$ cat src/rtl/display_arbiter.sv
// display_arbiter: shares one 8-digit seven-segment display among four sources
// using round-robin arbitration with a minimum on-screen hold time, and builds
// the leading-zero blanking mask for the downstream scan driver.
// Latency: 1 cycle. gnt, val_out and digit_en all change on the edge after
// req/val are sampled.
// Backpressure: none. req is a level; a granted source keeps the display for
// HOLD_CYCLES cycles even if it drops req, and is preempted only by contention.
//
// Ports:
//   clk          system clock, all state on posedge
//   reset        synchronous, active-high; dominates every other input
//   req[3:0]     level-sensitive request per source
//   val0..val3   32-bit value per source (8 hex nibbles)
//   gnt[3:0]     one-hot grant, all-zero when idle
//   owner[1:0]   index of the current or most recent owner
//   active       1 while any source is granted
//   val_out      value forwarded to the scan driver
//   digit_en     per-digit enable, bit i drives val_out[4i+3:4i]
//
// Optional feature macro: DISPLAY_ARB_BLINK_EN
//   When defined, digit_en blinks between the frozen mask and 8'h00 every
//   BLINK_CYCLES cycles while idle. When undefined, no blink logic is built
//   and BLINK_CYCLES is only range-checked.

module display_arbiter #(
    parameter int unsigned HOLD_CYCLES  = 1_000_000,
    parameter int unsigned BLINK_CYCLES = 25_000_000
) (
    input  logic        clk,
    input  logic        reset,
    input  logic [3:0]  req,
    input  logic [31:0] val0,
    input  logic [31:0] val1,
    input  logic [31:0] val2,
    input  logic [31:0] val3,
    output logic [3:0]  gnt,
    output logic [1:0]  owner,
    output logic        active,
    output logic [31:0] val_out,
    output logic [7:0]  digit_en
);

    // Both parameters must be non-zero; reject illegal builds at elaboration.
    if (HOLD_CYCLES == 0 || BLINK_CYCLES == 0) begin : g_bad_params
        $error("display_arbiter: HOLD_CYCLES and BLINK_CYCLES must be >= 1");
    end

    localparam logic [31:0] HOLD_LAST = 32'(HOLD_CYCLES - 1);

    typedef enum logic [1:0] {
        ST_IDLE = 2'd0,
        ST_HOLD = 2'd1,
        ST_OWN  = 2'd2
    } state_e;

    // ------------------------------------------------------------------
    // Helpers
    // ------------------------------------------------------------------

    // First set request at or after 'start', wrapping modulo 4.
    function automatic logic [1:0] rr_pick(input logic [3:0] r,
                                           input logic [1:0] start);
        logic [1:0] idx;
        logic [1:0] pick;
        logic       found;
        pick  = start;
        found = 1'b0;
        for (int i = 0; i < 4; i++) begin
            idx = start + 2'(i);
            if (!found && r[idx]) begin
                pick  = idx;
                found = 1'b1;
            end
        end
        return pick;
    endfunction

    // Leading-zero blanking: digit i is lit if it or any more significant
    // nibble is non-zero. The least significant digit is always lit so a
    // zero value still shows "0".
    function automatic logic [7:0] lz_mask(input logic [31:0] v);
        logic [7:0] m;
        logic       seen;
        m    = 8'h00;
        seen = 1'b0;
        for (int i = 7; i >= 1; i--) begin
            seen = seen | (v[4*i +: 4] != 4'h0);
            m[i] = seen;
        end
        m[0] = 1'b1;
        return m;
    endfunction

    // ------------------------------------------------------------------
    // State
    // ------------------------------------------------------------------
    state_e      state_q, state_d;
    logic [31:0] hold_cnt_q, hold_cnt_d;
    logic [1:0]  rr_ptr_q, rr_ptr_d;    // where the next search starts
    logic [1:0]  owner_q, owner_d;
    logic [31:0] val_q, val_d;
    logic [7:0]  mask_q, mask_d;

    logic [31:0] val_arr [4];
    logic [3:0]  owner_oh;
    logic        others_req;
    logic        grant_ev;
    logic        decide;

    assign val_arr[0] = val0;
    assign val_arr[1] = val1;
    assign val_arr[2] = val2;
    assign val_arr[3] = val3;

    assign owner_oh   = 4'b0001 << owner_q;
    assign others_req = |(req & ~owner_oh);

    // ------------------------------------------------------------------
    // State register
    // ------------------------------------------------------------------
    always_ff @(posedge clk) begin
        if (reset) begin
            state_q    <= ST_IDLE;
            hold_cnt_q <= 32'd0;
            rr_ptr_q   <= 2'd0;
            owner_q    <= 2'd0;
            val_q      <= 32'd0;
            mask_q     <= 8'h01;
        end else begin
            state_q    <= state_d;
            hold_cnt_q <= hold_cnt_d;
            rr_ptr_q   <= rr_ptr_d;
            owner_q    <= owner_d;
            val_q      <= val_d;
            mask_q     <= mask_d;
        end
    end

    // ------------------------------------------------------------------
    // Next-state logic
    // ------------------------------------------------------------------
    // The hold counter shows HOLD_LAST during the final guaranteed cycle of
    // a tenure. The owner's fate is decided at the end of that cycle (the
    // same decision OWN makes), so a contended owner is on screen for exactly
    // HOLD_CYCLES cycles. An uncontended owner that still requests settles
    // in OWN, where the counter stops and cannot wrap.
    always_comb begin
        state_d    = state_q;
        hold_cnt_d = hold_cnt_q;
        rr_ptr_d   = rr_ptr_q;
        owner_d    = owner_q;
        grant_ev   = 1'b0;
        decide     = 1'b0;

        case (state_q)
            ST_IDLE: begin
                if (|req) begin
                    grant_ev = 1'b1;
                end
            end
            ST_HOLD: begin
                if (hold_cnt_q == HOLD_LAST) begin
                    decide = 1'b1;
                end else begin
                    hold_cnt_d = hold_cnt_q + 32'd1;
                end
            end
            ST_OWN: begin
                decide = 1'b1;
            end
            default: begin
                state_d = ST_IDLE;
            end
        endcase

        if (decide) begin
            if (others_req) begin
                grant_ev = 1'b1;
            end else if (!req[owner_q]) begin
                state_d = ST_IDLE;
            end else begin
                state_d = ST_OWN;
            end
        end

        // rr_ptr_q is owner+1 after any grant, 0 after reset, so the search
        // order is fair and the current owner is always considered last.
        if (grant_ev) begin
            owner_d    = rr_pick(req, rr_ptr_q);
            rr_ptr_d   = owner_d + 2'd1;
            hold_cnt_d = 32'd0;
            state_d    = ST_HOLD;
        end
    end

    // ------------------------------------------------------------------
    // Display datapath: track the owner's value while it requests, freeze
    // otherwise (including idle). The mask follows the same next value.
    // ------------------------------------------------------------------
    always_comb begin
        val_d  = val_q;
        mask_d = mask_q;
        if (state_d != ST_IDLE && req[owner_d]) begin
            val_d  = val_arr[owner_d];
            mask_d = lz_mask(val_arr[owner_d]);
        end
    end

`ifdef DISPLAY_ARB_BLINK_EN
    // ------------------------------------------------------------------
    // Idle blink. The phase counter runs only while the FSM stays in IDLE;
    // each entry into IDLE starts in the lit phase, so the first toggle is
    // to blank. Any grant clears it, which restores the mask on that edge.
    // ------------------------------------------------------------------
    localparam logic [31:0] BLINK_LAST = 32'(BLINK_CYCLES - 1);

    logic [31:0] blink_cnt_q, blink_cnt_d;
    logic        blank_q, blank_d;

    always_comb begin
        blink_cnt_d = 32'd0;
        blank_d     = 1'b0;
        if (state_q == ST_IDLE && state_d == ST_IDLE) begin
            if (blink_cnt_q == BLINK_LAST) begin
                blink_cnt_d = 32'd0;
                blank_d     = ~blank_q;
            end else begin
                blink_cnt_d = blink_cnt_q + 32'd1;
                blank_d     = blank_q;
            end
        end
    end

    always_ff @(posedge clk) begin
        if (reset) begin
            blink_cnt_q <= 32'd0;
            blank_q     <= 1'b0;
        end else begin
            blink_cnt_q <= blink_cnt_d;
            blank_q     <= blank_d;
        end
    end
`endif

    // ------------------------------------------------------------------
    // Outputs: pure decode of registered state, so they move only on edges.
    // ------------------------------------------------------------------
    always_comb begin
        gnt     = 4'b0000;
        active  = 1'b0;
        owner   = owner_q;
        val_out = val_q;
        if (state_q != ST_IDLE) begin
            gnt    = owner_oh;
            active = 1'b1;
        end
`ifdef DISPLAY_ARB_BLINK_EN
        digit_en = blank_q ? 8'h00 : mask_q;
`else
        digit_en = mask_q;
`endif
    end

    // ------------------------------------------------------------------
    // Structural invariants
    // ------------------------------------------------------------------
    a_gnt_onehot: assert property (@(posedge clk) disable iff (reset)
        $onehot0(gnt));

    a_gnt_owner: assert property (@(posedge clk) disable iff (reset)
        active |-> gnt[owner]);

    a_digit0_lit: assert property (@(posedge clk) disable iff (reset)
        (state_q != ST_IDLE) |-> digit_en[0]);

endmodule

$ cat config.mk
export PLATFORM = sky130hd
export DESIGN_NAME = display_arbiter
export DESIGN_NICKNAME = d
export VERILOG_FILES = /design/src/rtl/display_arbiter.sv
export SDC_FILE = /design/constraint.sdc
export NUM_CORES = 1
export LEC_CHECK = 0
export CORE_MARGIN = 4
export CORE_UTILIZATION = 45
export CTS_CLUSTER_DIAMETER = 100
export DETAILED_ROUTE_END_ITERATION = 10
export PLACE_DENSITY_LB_ADDON = 0.15
export SKIP_LAST_GASP = 1
export SLEW_MARGIN = 10
export SYNTH_ARGS = -nofsm -noshare
export SYNTH_HDL_FRONTEND = slang
export SYNTH_SLANG_ARGS = --single-unit
$ cat constraint.sdc
create_clock -name clk -period 5.8 [get_ports clk]
set_input_delay 1.16 -clock clk [delete_from_list [all_inputs] [get_ports clk]]
set_output_delay 1.16 -clock clk [all_outputs]
set_load 0.02 [all_outputs]
* After elaboration in Yosys (flattened, before gate mapping)
Cells that the tools add are included.
** Cells by class
- Reductions and logical operators :: 22
- Order comparisons :: 7
- Equality and inequality tests :: 3
- Bitwise operators :: 10
- Multiplexer cells :: 39
- Add/sub/neg operators :: 5
- Shift operators :: 1
** Operator list (number)
- binary-select mux 32 bit (select 2 bit) :: 1
- 2-to-1 mux 32 bit :: 2
- adder 32 x 1 -> 32 bit (second input constant) :: 1
- equality test 32 x 20 -> 1 bit (second input constant) :: 1
- nonzero test 4 bit :: 7
- 2-to-1 mux 2 bit :: 10
- < comparator 2 x 3 -> 1 bit (second input constant) :: 6
- 2-to-1 mux 1 bit :: 18
- binary-select mux 1 bit (select 2 bit) :: 6
- OR reduction 4 bit :: 2
- bitwise OR 1 bit :: 6
- adder 2 x 1 -> 2 bit (second input constant) :: 2
- adder 2 bit (second input constant) :: 2
- AND 4 bit :: 1
- logical AND 1 bit :: 4
- 2-to-1 mux 4 bit :: 1
- inverter 4 bit :: 1
- nonzero test 2 bit :: 2
- left shift 1 x 2 -> 4 bit (first input constant) :: 1
- greater-or-equal comparator 3 bit (second input constant) :: 1
- zero test 1 bit :: 3
- inverter 2 -> 3 bit :: 1
- OR reduction 3 bit :: 1
- equality test 2 x 1 -> 1 bit (second input constant) :: 1
- other kinds (6) :: 6
** Word-level totals
- Bits of input ports :: 134
- Output and inout port bits :: 47
- Logic and storage cells :: 93
- Register bits :: 77

* Longest topological paths before layout
- Word-level depth :: 31
- Mapped depth :: 14
- Gate-level depth less buffers :: 11

* Least setup slack after synthesis
No wires, ideal clock.
- Path type :: input to register
- From :: in req[3]
- To :: reg mask_q[4], in the netlist digit_en[4]
- Arrival :: 3.482 ns
- Cell stages on the path :: 11
- Data required time :: 5.680 ns
- Setup slack :: 2.198 ns
- Setup time :: 0.120 ns
- Path buffers :: 2
- Cell sequence :: clkbuf_1 > nor4_1 > nand2b_1 > o311ai_0 > and3_1 > clkbuf_2 > o32ai_1 > o32ai_4 > o21ba_1 > nand2_1 > o31a_1
** On the way
- Cells in the longest elaborated chain, start to end :: 25
- Elaborated cells on any way between the ends :: 53
- Classes of those cells :: mux (34); bitwise (5); reduce/logical (14)
** RTL lines
- start, declared :: line 31 : input logic [3:0] req,
- binary-select mux 1 bit (select 2 bit) :: line 70 : if (!found && r[idx]) begin
- 2-to-1 mux 1 bit (not written as such) :: line 70
- 2-to-1 mux 1 bit :: line 70
- 2-to-1 mux 1 bit :: line 188 : if (grant_ev) begin
- zero test 1 bit :: line 70
- logical AND 1 bit :: line 70
- 2-to-1 mux 1 bit :: line 70
- 2-to-1 mux 1 bit :: line 188
- [5 not listed]
- logical AND 1 bit :: line 70
- 2-to-1 mux 2 bit :: line 70
- 2-to-1 mux 2 bit (2 in series) :: line 188
- inverter 2 -> 3 bit (not written as such) :: line 205 : mask_d = lz_mask(val_arr[owner_d]);
- binary-select mux 32 bit (select 2 bit) :: line 205
- 2-to-1 mux 32 bit (not written as such) (2 in series) :: line 205
- nonzero test 4 bit :: line 87 : seen = seen | (v[4*i +: 4] != 4'h0);
- bitwise OR 1 bit (3 in series) :: line 87
- end signal, assigned :: line 135 : mask_q <= mask_d;
- end, declared :: line 102 : logic [7:0] mask_q, mask_d;
Parallel ways exist; a longest one is shown, timed or not. The select of a mux whose other input is x is not followed.
A chain may end at the register's enable or synchronous reset.

* Final worst setup path
- From :: in req[0]
- To :: reg val_q[16], in the netlist val_out[16]
** On the way
- Cells in the longest elaborated chain, start to end :: 21
- Elaborated cells on any way between the ends :: 46
- Classes of those cells :: mux (34); bitwise (2); reduce/logical (10)
** RTL lines
- binary-select mux 1 bit (select 2 bit) :: line 70
- 2-to-1 mux 1 bit (not written as such) :: line 70
- 2-to-1 mux 1 bit :: line 70
- 2-to-1 mux 1 bit :: line 188
- zero test 1 bit :: line 70
- logical AND 1 bit :: line 70
- 2-to-1 mux 1 bit :: line 70
- 2-to-1 mux 1 bit :: line 188
- [3 not listed]
- 2-to-1 mux 1 bit :: line 188
- zero test 1 bit :: line 70
- logical AND 1 bit :: line 70
- 2-to-1 mux 2 bit :: line 70
- 2-to-1 mux 2 bit (2 in series) :: line 188
- inverter 2 -> 3 bit (not written as such) :: line 204 : val_d = val_arr[owner_d];
- binary-select mux 32 bit (select 2 bit) :: line 204
- 2-to-1 mux 32 bit (not written as such) (2 in series) :: line 204
- end signal, assigned :: line 134 : val_q <= val_d;
- end, declared :: line 101 : logic [31:0] val_q, val_d;
Parallel ways exist; a longest one is shown, timed or not. The select of a mux whose other input is x is not followed.

==> impl_metrics.py <==
metrics = {
    "status": {
        "outcome": "finished clean",
    },
    "clock_network": {
        "post_cts_buffers": 0,
        "cts_buffers": 9,
        "cts_tree": "yes",
        "path_clk_slew_ns": 0.08,
        "insertion_delay_ns": 0.35,
        "cts_root_buf": "clkbuf_8",
        "h-tree-depth": 3,
        "hold_buffers": 0,
        "cts_resized": 0,
        "clockBufferDepth": 2,
        "cts_sinks": 77,
    },
    "min_path": {
        "holdPathEnd": "val_out[31]$_SDFFE_PP0P_",
        "hold_class": "register to register",
        "min-delay-start": "val_out[31]$_SDFFE_PP0P_",
        "holdPathStages": 2,
    },
    "drt": {
        "drt_iter0_drc": 479,
        "dr.pass1.iters": 5,
        "routed_wl_um": 16400,
        "wire_per_inst_um": 16.7,
        "via_per_inst": 5.71,
        "vias": 5604,
        "ant_nets": 0,
        "drc_errors": 0,
    },
    "yosys": {
        "seq_area_frac_synth_pct": 31.7,
        "ys_ff_latch": 77,
        "syn_inst": 688,
        "yosysMostFrequentCell": "nand2_1",
        "netlist_top_cells_area": "dfxtp_1 (32%), nand2_1 (13%), nand3_1 (8.1%)",
        "ys_types": 66,
        "synth_nets": 827,
        "yosysWarnings": 0,
        "synth_edf_count": 0,
        "synth_common_cells": "nand2_1 (164), nand3_1 (79), dfxtp_1 (77)",
        "synth_top_area_share_pct": 31.7,
        "ys.flop_type": "dfxtp_1",
        "async_reset_ff_share_pct": 0,
        "yosys.area.top_type": "dfxtp_1",
        "syn_area_per_cell_um2": 7.08,
        "syn_area_um2": 4870,
    },
    "global_route": {
        "grt_max_degree": 66,
        "grt_usage_pct": 25.4,
        "grt_first_pass_wirelength_um": 26700,
        "antenna_found_initial": 0,
        "grt-ovfl-total": 0,
        "grt_pass1_vias": 5305,
    },
    "sta": {
        "grt_setup_unrepaired": "no",
        "finalSetupTns_ns": 0,
        "whs_ns": 0.460,
        "slew_viol_final": 0,
        "hold_viol": 0,
        "timing.fmax_mhz": 218,
        "relSlewSlack_pct": 41.3,
        "fin_crit_sh_pct": 79.3,
        "skew_ns": 0.0111,
        "final-setup-viol-count": 0,
        "fin_crit_ns": 4.60,
        "worstMarginPinSlew_ns": 0.881,
        "fin_ws_ns": 1.20,
    },
    "critical_path": {
        "worstReg2RegStart": "hold_cnt_q[0]$_SDFFE_PP0P_",
        "crit_arrival_ns": 4.80,
        "cp_max_fo": 25,
        "cp-end-kind": "register",
        "critPathSlowestCell": "nor4_1",
        "crit_chain": "clkdlybuf4s50_1, nor4_1, nand2b_1, o311ai_0, nand3_1, nand2_2, mux2_2, o211a_1, buf_4, mux2i_1, nor2_1",
        "critical_path_class": "input port to register",
        "rr_worst_depth": 11,
        "cp.required_ns": 6.01,
        "start_kind": "input port",
        "slowest_delay_ns": 0.55,
        "rr_endpoint": "digit_en[1]$_SDFFE_PP0P_",
        "critical_path.top_delay_family": "simple AND/OR/NAND/NOR gates",
        "rrSetupSlack_ns": 1.47,
        "path_depth": 11,
        "critPathBufInv": 2,
    },
    "cells_and_area": {
        "syn_to_final_growth_pct": 42.1,
        "fin_cells": 982,
        "drive_gt1_share_pct": 5.32,
        "final_core_util_pct": 66.4,
        "postLayoutCellArea_um2": 6920,
        "antenna_cells": 0,
        "final_nets": 980,
    },
    "floorplan": {
        "chipHeight_um": 112,
        "die_w_um": 112,
        "start_util_pct": 46.7,
        "dieArea_um2": 12500,
        "io_pins": 181,
        "rows": 37,
        "core-area_um2": 10400,
    },
    "power": {
        "powerDensity_nw_per_um2": 270,
        "p_leak_nw": 2.53,
        "finalPower_mw": 1.87,
        "ir_drop_mv": 0.181,
    },
    "place": {
        "place_area_um2": 6670,
        "place_ws_ns": 0.829,
        "gp_congestion": 0.954,
        "port_buffers": 179,
        "dp_cells": 966,
        "dp_hpwl_um": 12200,
    },
    "job": {
        "timing.max_cap.violations": 0,
    },
}
-- how the worst max path moves through the flow --
stage,start,end,slack (ns)
2_1_floorplan,req[3],digit_en[4]$_SDFFE_PP0P_,2.20
3_3_place_gp,req[0],val_out[16]$_SDFFE_PP0P_,1.00
3_5_place_dp,req[0],digit_en[7]$_SDFFE_PP0P_,0.83
4_1_cts,req[0],digit_en[7]$_SDFFE_PP0P_,1.22
5_1_grt,req[0],val_out[16]$_SDFFE_PP0P_,0.83
6_report,req[0],val_out[16]$_SDFFE_PP0P_,1.20
-- layout by cell type (no fill, tap or decap), types with 4 or more instances in the layout --
master and instances:
a21oi_1 61, a221oi_1 8, a22oi_1 9, and2_1 9
and3_1 10, buf_4 6, clkbuf_8 10, clkdlybuf4s50_1 178
dfxtp_1 77, ha_1 5, inv_1 11, mux2i_1 5
nand2_1 164, nand3_1 79, nand4_1 9, nor2_1 55
nor2b_1 6, nor3_1 12, nor4_1 20, o21ai_0 11
or2_2 4, or3_1 7, or4_1 5, xnor2_1 8
xor2_1 19
-- metal layers --
layer	GRT usage, %	share of wire, %	vias to the layer above
met2	40.0	44	275
met3	6.95	9.0	26
li1	-	-	2722
met4	7.85	2.4	0
met1	34.2	44	2581
met5	0	0	-
-- power breakdown --
part | leakage (nW) | internal, mW | switching (mW) | total (mW)
Sequential | 0.629 | 0.589 | 0.0420 | 0.631
Clock | 0.128 | 0.302 | 0.213 | 0.515
Combinational | 1.78 | 0.321 | 0.403 | 0.724
Total | 2.53 | 1.21 | 0.658 | 1.87
-- tightest hold or removal path: cells and delay by family, from the launching register on --
family | cells | cell delay (ns)
AOI/OAI and AO/OA | 1 | 0.05
DFF | 1 | 0.31
and+or+nand+nor | 1 | 0.05
-- sequential cells by signal, indices dropped and copies added (netlist names) --
| register | flops |
|---|---|
| hold_cnt_q | 32 |
| val_out | 32 |
| state_q | 2 |
| rr_ptr_q | 2 |
| owner | 2 |
| digit_en | 7 |
-- cell families (layout without fill, tap and decap cells) --
logic type               count (synthesis)  in the layout  synth area share [%]
AO/OA/AOI/OAI                          116            116                  16.0
XOR/XNOR                                27             27                  4.86
adder cells (fa/ha/maj)                  5              5                  1.29
buffers and inverters                   54            212                  5.22
flip-flops                              77             77                  31.7
multiplexers                             7              7                  1.49
other                                    1              1                0.0770
AND/OR/NAND/NOR                        401            401                  39.4
-- layout make-up --
class / count / area (um2)
clock inverter: 6 / 116
multi-input combinational: 557 / 3080
timing repair buffer: 185 / 1830
sequential: 77 / 1540
inverter: 11 / 41.3
fill: 913 / 3500
clock buffer: 10 / 138
tap: 136 / 170
Note: power is estimated with default switching activity, not from simulation.
